[src/rtl/pb_debouncer_multi_if.sv]
// Button pins in, conditioned per-channel levels and pulses out.
// The master drives the raw pins and the slave drives the conditioned outputs.
interface pb_debouncer_multi_if #(
  parameter int CHANNELS = 4
);
  logic [CHANNELS-1:0] pb_in;
  logic [CHANNELS-1:0] pb_state;
  logic [CHANNELS-1:0] pb_down;
  logic [CHANNELS-1:0] pb_up;
  logic [CHANNELS-1:0] pb_long;
  logic [CHANNELS-1:0] pb_rpt;

  modport master (
    output pb_in,
    input  pb_state, pb_down, pb_up, pb_long, pb_rpt
  );

  modport slave (
    input  pb_in,
    output pb_state, pb_down, pb_up, pb_long, pb_rpt
  );
endinterface

[src/rtl/pb_debouncer_multi.sv]
// Multi-channel button conditioner: 2-FF sync, debounce, press/release/long/repeat pulses.
// pb_state follows the pin DEBOUNCE_CYCLES+1 edges after it settles; there is no backpressure.
module pb_debouncer_multi #(
  parameter int CHANNELS        = 4,
  parameter int DEBOUNCE_CYCLES = 131072,
  parameter int HOLD_CYCLES     = 25000000,
  parameter int REPEAT_CYCLES   = 5000000,
  parameter bit ACTIVE_LOW      = 1
) (
  input  logic                  clk,
  input  logic                  rst_n,
  pb_debouncer_multi_if.slave   bus
);

  localparam int DW = $clog2(DEBOUNCE_CYCLES) + 1;
  localparam int HW = $clog2(HOLD_CYCLES) + 1;
  localparam int RW = $clog2(REPEAT_CYCLES + 1) + 1;

  localparam logic [DW-1:0] DB_LAST   = DW'(DEBOUNCE_CYCLES - 1);
  localparam logic [HW-1:0] HOLD_LAST = HW'(HOLD_CYCLES - 1);
  localparam logic [HW-1:0] HOLD_SAT  = HW'(HOLD_CYCLES);
  localparam logic [RW-1:0] RPT_LAST  = RW'((REPEAT_CYCLES > 0) ? REPEAT_CYCLES - 1 : 0);
  localparam bit            RPT_EN    = (REPEAT_CYCLES > 0);

  for (genvar i = 0; i < CHANNELS; i++) begin : g_ch
    logic          pin;
    logic          s0;
    logic          s1;
    logic          state;
    logic          down;
    logic          up;
    logic          lng;
    logic          rpt;
    logic [DW-1:0] db_cnt;
    logic [HW-1:0] hold_cnt;
    logic [RW-1:0] rpt_cnt;
    logic          toggle;
    logic          rise;
    logic          fall;
    logic          held;
    logic          hold_hit;
    logic          rpt_hit;

    assign pin      = ACTIVE_LOW ? ~bus.pb_in[i] : bus.pb_in[i];
    assign toggle   = (s1 != state) && (db_cnt == DB_LAST);
    assign rise     = toggle && !state;
    assign fall     = toggle && state;
    assign held     = (hold_cnt == HOLD_SAT);
    // A release on the same edge as a scheduled long/repeat pulse cancels that pulse.
    assign hold_hit = state && !fall && (hold_cnt == HOLD_LAST);
    assign rpt_hit  = RPT_EN && state && !fall && held && (rpt_cnt == RPT_LAST);

    always_ff @(posedge clk) begin
      if (!rst_n) begin
        s0       <= 1'b0;
        s1       <= 1'b0;
        state    <= 1'b0;
        db_cnt   <= '0;
        hold_cnt <= '0;
        rpt_cnt  <= '0;
        down     <= 1'b0;
        up       <= 1'b0;
        lng      <= 1'b0;
        rpt      <= 1'b0;
      end else begin
        s0 <= pin;
        s1 <= s0;

        if (s1 == state) begin
          db_cnt <= '0;
        end else if (toggle) begin
          state  <= ~state;
          db_cnt <= '0;
        end else begin
          db_cnt <= db_cnt + DW'(1);
        end

        down <= rise;
        up   <= fall;
        lng  <= hold_hit;
        rpt  <= rise | hold_hit | rpt_hit;

        // Hold counter saturates once the long-press threshold is reached;
        // the repeat counter only runs after that and wraps each period.
        if (!state || fall) begin
          hold_cnt <= '0;
          rpt_cnt  <= '0;
        end else begin
          if (!held) begin
            hold_cnt <= hold_cnt + HW'(1);
          end
          if (hold_hit || rpt_hit) begin
            rpt_cnt <= '0;
          end else if (held && RPT_EN) begin
            rpt_cnt <= rpt_cnt + RW'(1);
          end
        end
      end
    end

    assign bus.pb_state[i] = state;
    assign bus.pb_down[i]  = down;
    assign bus.pb_up[i]    = up;
    assign bus.pb_long[i]  = lng;
    assign bus.pb_rpt[i]   = rpt;
  end

endmodule

[src/flat_wrapper.sv]
// flat-port wrapper written by rule: the top's interface ports become plain ports
module pb_debouncer_multi_flat 
#(
  parameter int CHANNELS        = 4,
  parameter int DEBOUNCE_CYCLES = 131072,
  parameter int HOLD_CYCLES     = 25000000,
  parameter int REPEAT_CYCLES   = 5000000,
  parameter bit ACTIVE_LOW      = 1
)
  (clk, rst_n, bus_pb_in, bus_pb_state, bus_pb_down, bus_pb_up, bus_pb_long, bus_pb_rpt);
  pb_debouncer_multi_if #(.CHANNELS(CHANNELS)) bus_i ();
  input  logic clk;
  input  logic rst_n;
  input wire logic [$bits(bus_i.pb_in)-1:0] bus_pb_in;
  output wire logic [$bits(bus_i.pb_state)-1:0] bus_pb_state;
  output wire logic [$bits(bus_i.pb_down)-1:0] bus_pb_down;
  output wire logic [$bits(bus_i.pb_up)-1:0] bus_pb_up;
  output wire logic [$bits(bus_i.pb_long)-1:0] bus_pb_long;
  output wire logic [$bits(bus_i.pb_rpt)-1:0] bus_pb_rpt;
  assign bus_i.pb_in = bus_pb_in;
  assign bus_pb_state = bus_i.pb_state;
  assign bus_pb_down = bus_i.pb_down;
  assign bus_pb_up = bus_i.pb_up;
  assign bus_pb_long = bus_i.pb_long;
  assign bus_pb_rpt = bus_i.pb_rpt;
  pb_debouncer_multi #(.CHANNELS(CHANNELS), .DEBOUNCE_CYCLES(DEBOUNCE_CYCLES), .HOLD_CYCLES(HOLD_CYCLES), .REPEAT_CYCLES(REPEAT_CYCLES), .ACTIVE_LOW(ACTIVE_LOW)) u_core (.clk(clk), .rst_n(rst_n), .bus(bus_i));
endmodule
[config.mk]
export PLATFORM = sky130hd
export DESIGN_NAME = pb_debouncer_multi_flat
export DESIGN_NICKNAME = d
export VERILOG_FILES = /design/src/rtl/pb_debouncer_multi_if.sv /design/src/rtl/pb_debouncer_multi.sv /design/src/flat_wrapper.sv
export SDC_FILE = /design/constraint.sdc
export NUM_CORES = 1
export LEC_CHECK = 0
export CAP_MARGIN = 10
export CORE_MARGIN = 5
export CORE_UTILIZATION = 30
export CTS_CLUSTER_DIAMETER = 80
export DETAILED_ROUTE_END_ITERATION = 10
export SKIP_LAST_GASP = 1
export SLEW_MARGIN = 20
export SYNTH_ARGS = -nofsm -noshare
export SYNTH_HDL_FRONTEND = slang
export SYNTH_SLANG_ARGS = --single-unit
[constraint.sdc]
create_clock -name clk -period 2.59 [get_ports clk]
set_input_delay 0.518 -clock clk [delete_from_list [all_inputs] [get_ports clk]]
set_output_delay 0.518 -clock clk [all_outputs]
set_load 0.005 [all_outputs]
; ---- Word level (Yosys, flattened, before mapping)
; Cells that the tools add are included.
; W data, S select, Z words.
[word_totals]
register_bits = 300
input_bits = 6
out_inout_bits = 20
wordCells = 157
[classes]
n_addsub = 12
n_eq_ne = 24
bitwise = 21
reduce_logical = 60
[op_table]
columns = op, n
row1 = $eq A26 B25 Y1 const B, 8
row2 = $add A26 B1 Y26 const B, 4
row3 = $add A24 B1 Y24 const B, 4
row4 = $eq A24 B23 Y1 const B, 4
row5 = $add A18 B1 Y18 const B, 4
row6 = $eq A18 B17 Y1 const B, 4
row7 = $logic_and A1 B1 Y1, 28
row8 = $reduce_or A3 Y1, 8
row9 = $not A1 Y1, 13
row10 = $logic_not A1 Y1, 8
row11 = $logic_or A1 B1 Y1, 8
row12 = $or A1 B1 Y1, 8
row13 = $reduce_and A2 Y1, 4
row14 = $reduce_or A2 Y1, 4
row15 = $eq A1 B1 Y1, 4
row16 = $ne A1 B1 Y1, 4

; ---- Depth between registers and ports, before layout
[depth]
ltp_word = 9
mapped_depth = 9
mapped_depth_nobuf = 7

; ---- Worst setup path before layout
; OpenSTA, ideal clock, no wires.
[synth_path]
path_kind = reg-to-reg
start = register u_core.g_ch[1].hold_cnt[15]
end = register u_core.g_ch[1].rpt_cnt[10]
setup_ns = 0.132
arrival_time_ns = 2.032
required_ns = 2.458
slack_ns = 0.426
stages_incl_launch_ff = 7
path_buffers = 1
synth_period_minus_slack_ns = 2.164
cell_sequence = dfxtp_1 > nor4b_1 > nand2_1 > or4_4 > o41ai_4 > buf_6 > nor3_1
[synth_via]
elab_chain_len = 5
word_cells_on_any_way = 7
classes_between = eq/ne (2) / reduce/logical (5)
[synth_lines]
columns = item, line_no
row1 = from (decl), pb_debouncer_multi.sv:35  ; logic [HW-1:0] hold_cnt;
row2 = from (signal assigned), pb_debouncer_multi.sv:90  ; hold_cnt <= hold_cnt + HW'(1);
row3 = $eq A26 B25 Y1, pb_debouncer_multi.sv:48  ; assign held = (hold_cnt == HOLD_SAT);
row4 = $logic_and A1 B1 Y1 (2 in a row), pb_debouncer_multi.sv:51  ; assign rpt_hit = RPT_EN && state && !fall && held && (rpt_cnt == RPT_LAST);
row5 = $logic_or A1 B1 Y1, pb_debouncer_multi.sv:92  ; if (hold_hit || rpt_hit) begin
row6 = $reduce_or A3 Y1 (no source line), -
row7 = to (signal assigned), pb_debouncer_multi.sv:95  ; rpt_cnt <= rpt_cnt + RW'(1);
row8 = to (decl), pb_debouncer_multi.sv:36  ; logic [RW-1:0] rpt_cnt;
; Several ways; a longest one is shown, not always the timed one.
; A chain may end at the register's enable or synchronous reset.

; ---- Worst setup path in the final report
[layout_path]
start = register u_core.g_ch[1].hold_cnt[16]
end = register u_core.g_ch[1].rpt
[layout_via]
elab_chain_len = 4
word_cells_on_any_way = 7
classes_between = eq/ne (2) / bitwise (2) / reduce/logical (3)
[layout_lines]
columns = item, line_no
row1 = "$eq A26 B25 Y1, on equally long branches", "pb_debouncer_multi.sv:50, pb_debouncer_multi.sv:48"
row2 = "$logic_and A1 B1 Y1, on equally long branches", "pb_debouncer_multi.sv:50, pb_debouncer_multi.sv:51"
row3 = $or A1 B1 Y1 / $logic_and A1 B1 Y1 (equally long branches), "pb_debouncer_multi.sv:81, pb_debouncer_multi.sv:51"
row4 = $or A1 B1 Y1 (*), pb_debouncer_multi.sv:81  ; rpt <= rise | hold_hit | rpt_hit;
row5 = to (signal assigned), pb_debouncer_multi.sv:81
row6 = to (decl), pb_debouncer_multi.sv:33  ; logic rpt;
; Every way passes the cells marked *; elsewhere a longest branch is shown, timed or not.

==> results.md <==
* Post-synth EDFFs at 0
* Max frequency at 434 MHz
* Number of global-route vias before repair at 10883
* Cell at the slowest stage of the critical path: or4_4
* Worst endpoint data arrival time at 2.78 ns
* Reg-to-reg setup timing slack at 0.29 ns
* Fillers at about 4600
* Mux share of post-synthesis cell area at 0.00144
* Post-DP HPWL at about 19000 um
* Synth top cells by count: dfxtp_1 (300), nor2_1 (240), xnor2_1 (133)
* Mapped Area at 13900 um2
* Clock Skew at 0.0147 ns
* Initial antenna violation count at 0
* CTS clock-pin slew for the worst setup and hold paths at around 0.060 ns
* Yosys top cell by area: dfxtp_1
* Post-CTS setup buffers at 0
* Final worst-path cycle share at 0.890
* RSZ-0062 raised after global routing: false
* PD cells at between 600 and 700 nW/um2
* WL/cell at ~13 um
* Count leader, synth: dfxtp_1
* Status: complete, no violations
* Worst Path Required at 3.06 ns
* Endpoints failing setup at 0
* Cts bufs inserted at 36
* Minimum clock period at between 2 and 2.5 ns
* Number of synthesis warnings at 0
* Vias/cell at 4.92
* Vias at between 10000 and 15000
* Cell count after synthesis at 1616
* Initial Util at 0.305
* Nets@finish at ~1700
* Area post-placement at 14800 um2
* First-pass GRT wire length at ~51000 um
* Sequential area share after synthesis at 0.432
* Final hold violation count at 0
* P_leak at 0.00472 uW
* Net count after synthesis at 1638
* Post-CTS Hold Fix Bufs at 0
* Setup WS pre-CTS at 0.301 ns
* Async SR Flop Fraction at 0
* Max-slew violations at 0
* Setup TNS at 0 ns
* DRT Wirelength at 28900 um
* Seq cells post-synth at 300
* Ratio of cells with drive above 1 in the final layout at 0.0681
* Startpoint types: register
* CP max stage delay at approximately 0.53 ns
* Syn-to-layout area delta at 15.4%
* WP buf/inv at 1
* Share of the synthesized area in the top cell type at 0.432
* Clk_lat worst skew at 0.53 ns
* CTS H-tree lvls at 2
* Initial DRC count at 598
* Final Wtd Congestion at roughly 0.79
* Root Buffer Master: clkbuf_16
* XOR/XNOR Fraction of Synth Area at 0.147
* Critical-path cell list: nor4b_1, nand2_1, or4_4, o41ai_4, buf_4, a41o_1
* Final design utilization at 0.352
* Setup crit end kind: register
* Core area at 45600 um2
* Top_reg_cell synth: dfxtp_1
* Worst IR drop on VDD at 0.000386 V
* Longest Clk Path Bufs at 3
* Measured slew at the worst slew-check pin at 0.685 ns
* Max-cap viol count at 0
* CP max FO at 12
* Hold WC Path Type: reg2reg
* Die Height at between 200 and 250 um
* Total GRT Usage at 0.115
* Pre-antenna DRT Iters at 5
* Final ANT Viol Nets at 0
* Post-route DRC at 0
* Port bufs at 25
* Distinct cells, synth at 48
* Multi-input gate area at 7370 um2
* Compound-Gate Fraction of Synth Area at 0.0333
* Die X at 225 um
* Reg area at 6010 um2
* Post-route setup slack at 0.285 ns
* Final Instance Area at between 15000 and 20000 um2
* Row count at 78
* Ant diodes at 0
* Max transition margin at 0.542
* CTS resizes at 0
* Largest net degree at the start of global routing at 53
* Main combinational cell family by area after synthesis: simple AND/OR/NAND/NOR gates
* Clk sinks at 300
* Pwr Total at 9880 uW
* CTS tree: yes
* Synth Area in Simple Gates at 0.333
* Syn_area_per_cell at approximately 8.6 um2
* Gr ovfl total at 0
* Top delay family on crit path: simple AND/OR/NAND/NOR gates
* Synth top area cells: dfxtp_1 (43%), xnor2_1 (8.4%), nor2_1 (6.5%)
* DIE AREA at 50700 um2
* Ports at 26
* Critical path class: reg2reg
* Post-synthesis adder-cell area fraction at 0.0144
## power by group
part           switching [uW]  internal (uW)  total (uW)  leakage, uW
registers                3.98           4620        4630      0.00242
clock network            1970           3240        5210     0.000611
logic                    27.0           18.4        45.4      0.00169
total                    2000           7880        9880      0.00472
## final timing paths
kind                                from                 end  depth (start not counted)
max reg2reg  u_core.g_ch[1].hold_cnt[16]  u_core.g_ch[1].rpt                          6
min reg2reg            u_core.g_ch[1].s0   u_core.g_ch[1].s1                          1
max          u_core.g_ch[1].hold_cnt[16]  u_core.g_ch[1].rpt                          6
min                    u_core.g_ch[1].s0   u_core.g_ch[1].s1                          1
## registers in the layout (all words and copies together) (netlist names)
signal and cells:
u_core.g_ch.hold_cnt 104, u_core.g_ch.rpt_cnt 96, u_core.g_ch.db_cnt 72, u_core.g_ch.down 4, u_core.g_ch.lng 4, u_core.g_ch.rpt 4, u_core.g_ch.s0 4, u_core.g_ch.s1 4
u_core.g_ch.state 4, u_core.g_ch.up 4
## metal layers
layer / track usage / wire length, um
met4: 0.0398 / 713
met5: 0 / 0
met1: 0.152 / 13900
met2: 0.188 / 13100
met3: 0.0232 / 1150
## layout by cell type, fill, tap and decap left out, types with 36 or more instances in the layout
master     count
xor2_1       100
nor2_1       240
nand2_1      109
nand4_1       86
xnor2_1      133
dfxtp_1      300
nand3_1      103
nor3_1        88
and4_1        36
nor4_1        72
clkbuf_16     37
## layout make-up
type	instances	share of cell area
Clock buffer	47	0.0625
Clock inverter	18	0.0143
Inverter	30	0.00702
Multi-Input combinational cell	1201	0.459
Sequential cell	300	0.374
Tap cell	600	0.0468
Timing Repair Buffer	63	0.0357
## cell families (layout without fill, tap and decap cells)
kind of cell,count (synthesis),after routing
adder cells (fa/ha/maj),16,16
AO/OA/AOI/OAI,71,71
AND/OR/NAND/NOR,879,879
flip-flops,300,300
multiplexers,2,2
buffers and inverters,115,158
XOR/XNOR,233,233
## metrics by stage
stage / hold slack, ns / cells
floorplan: 0.412 / 1616
global placement: 0.421 / 2194
detailed placement: 0.417 / 2194
CTS: 0.432 / 2259
global route: 0.441 / 2259
finish: 0.430 / 2259
Note: power is estimated with default switching activity, not from simulation.
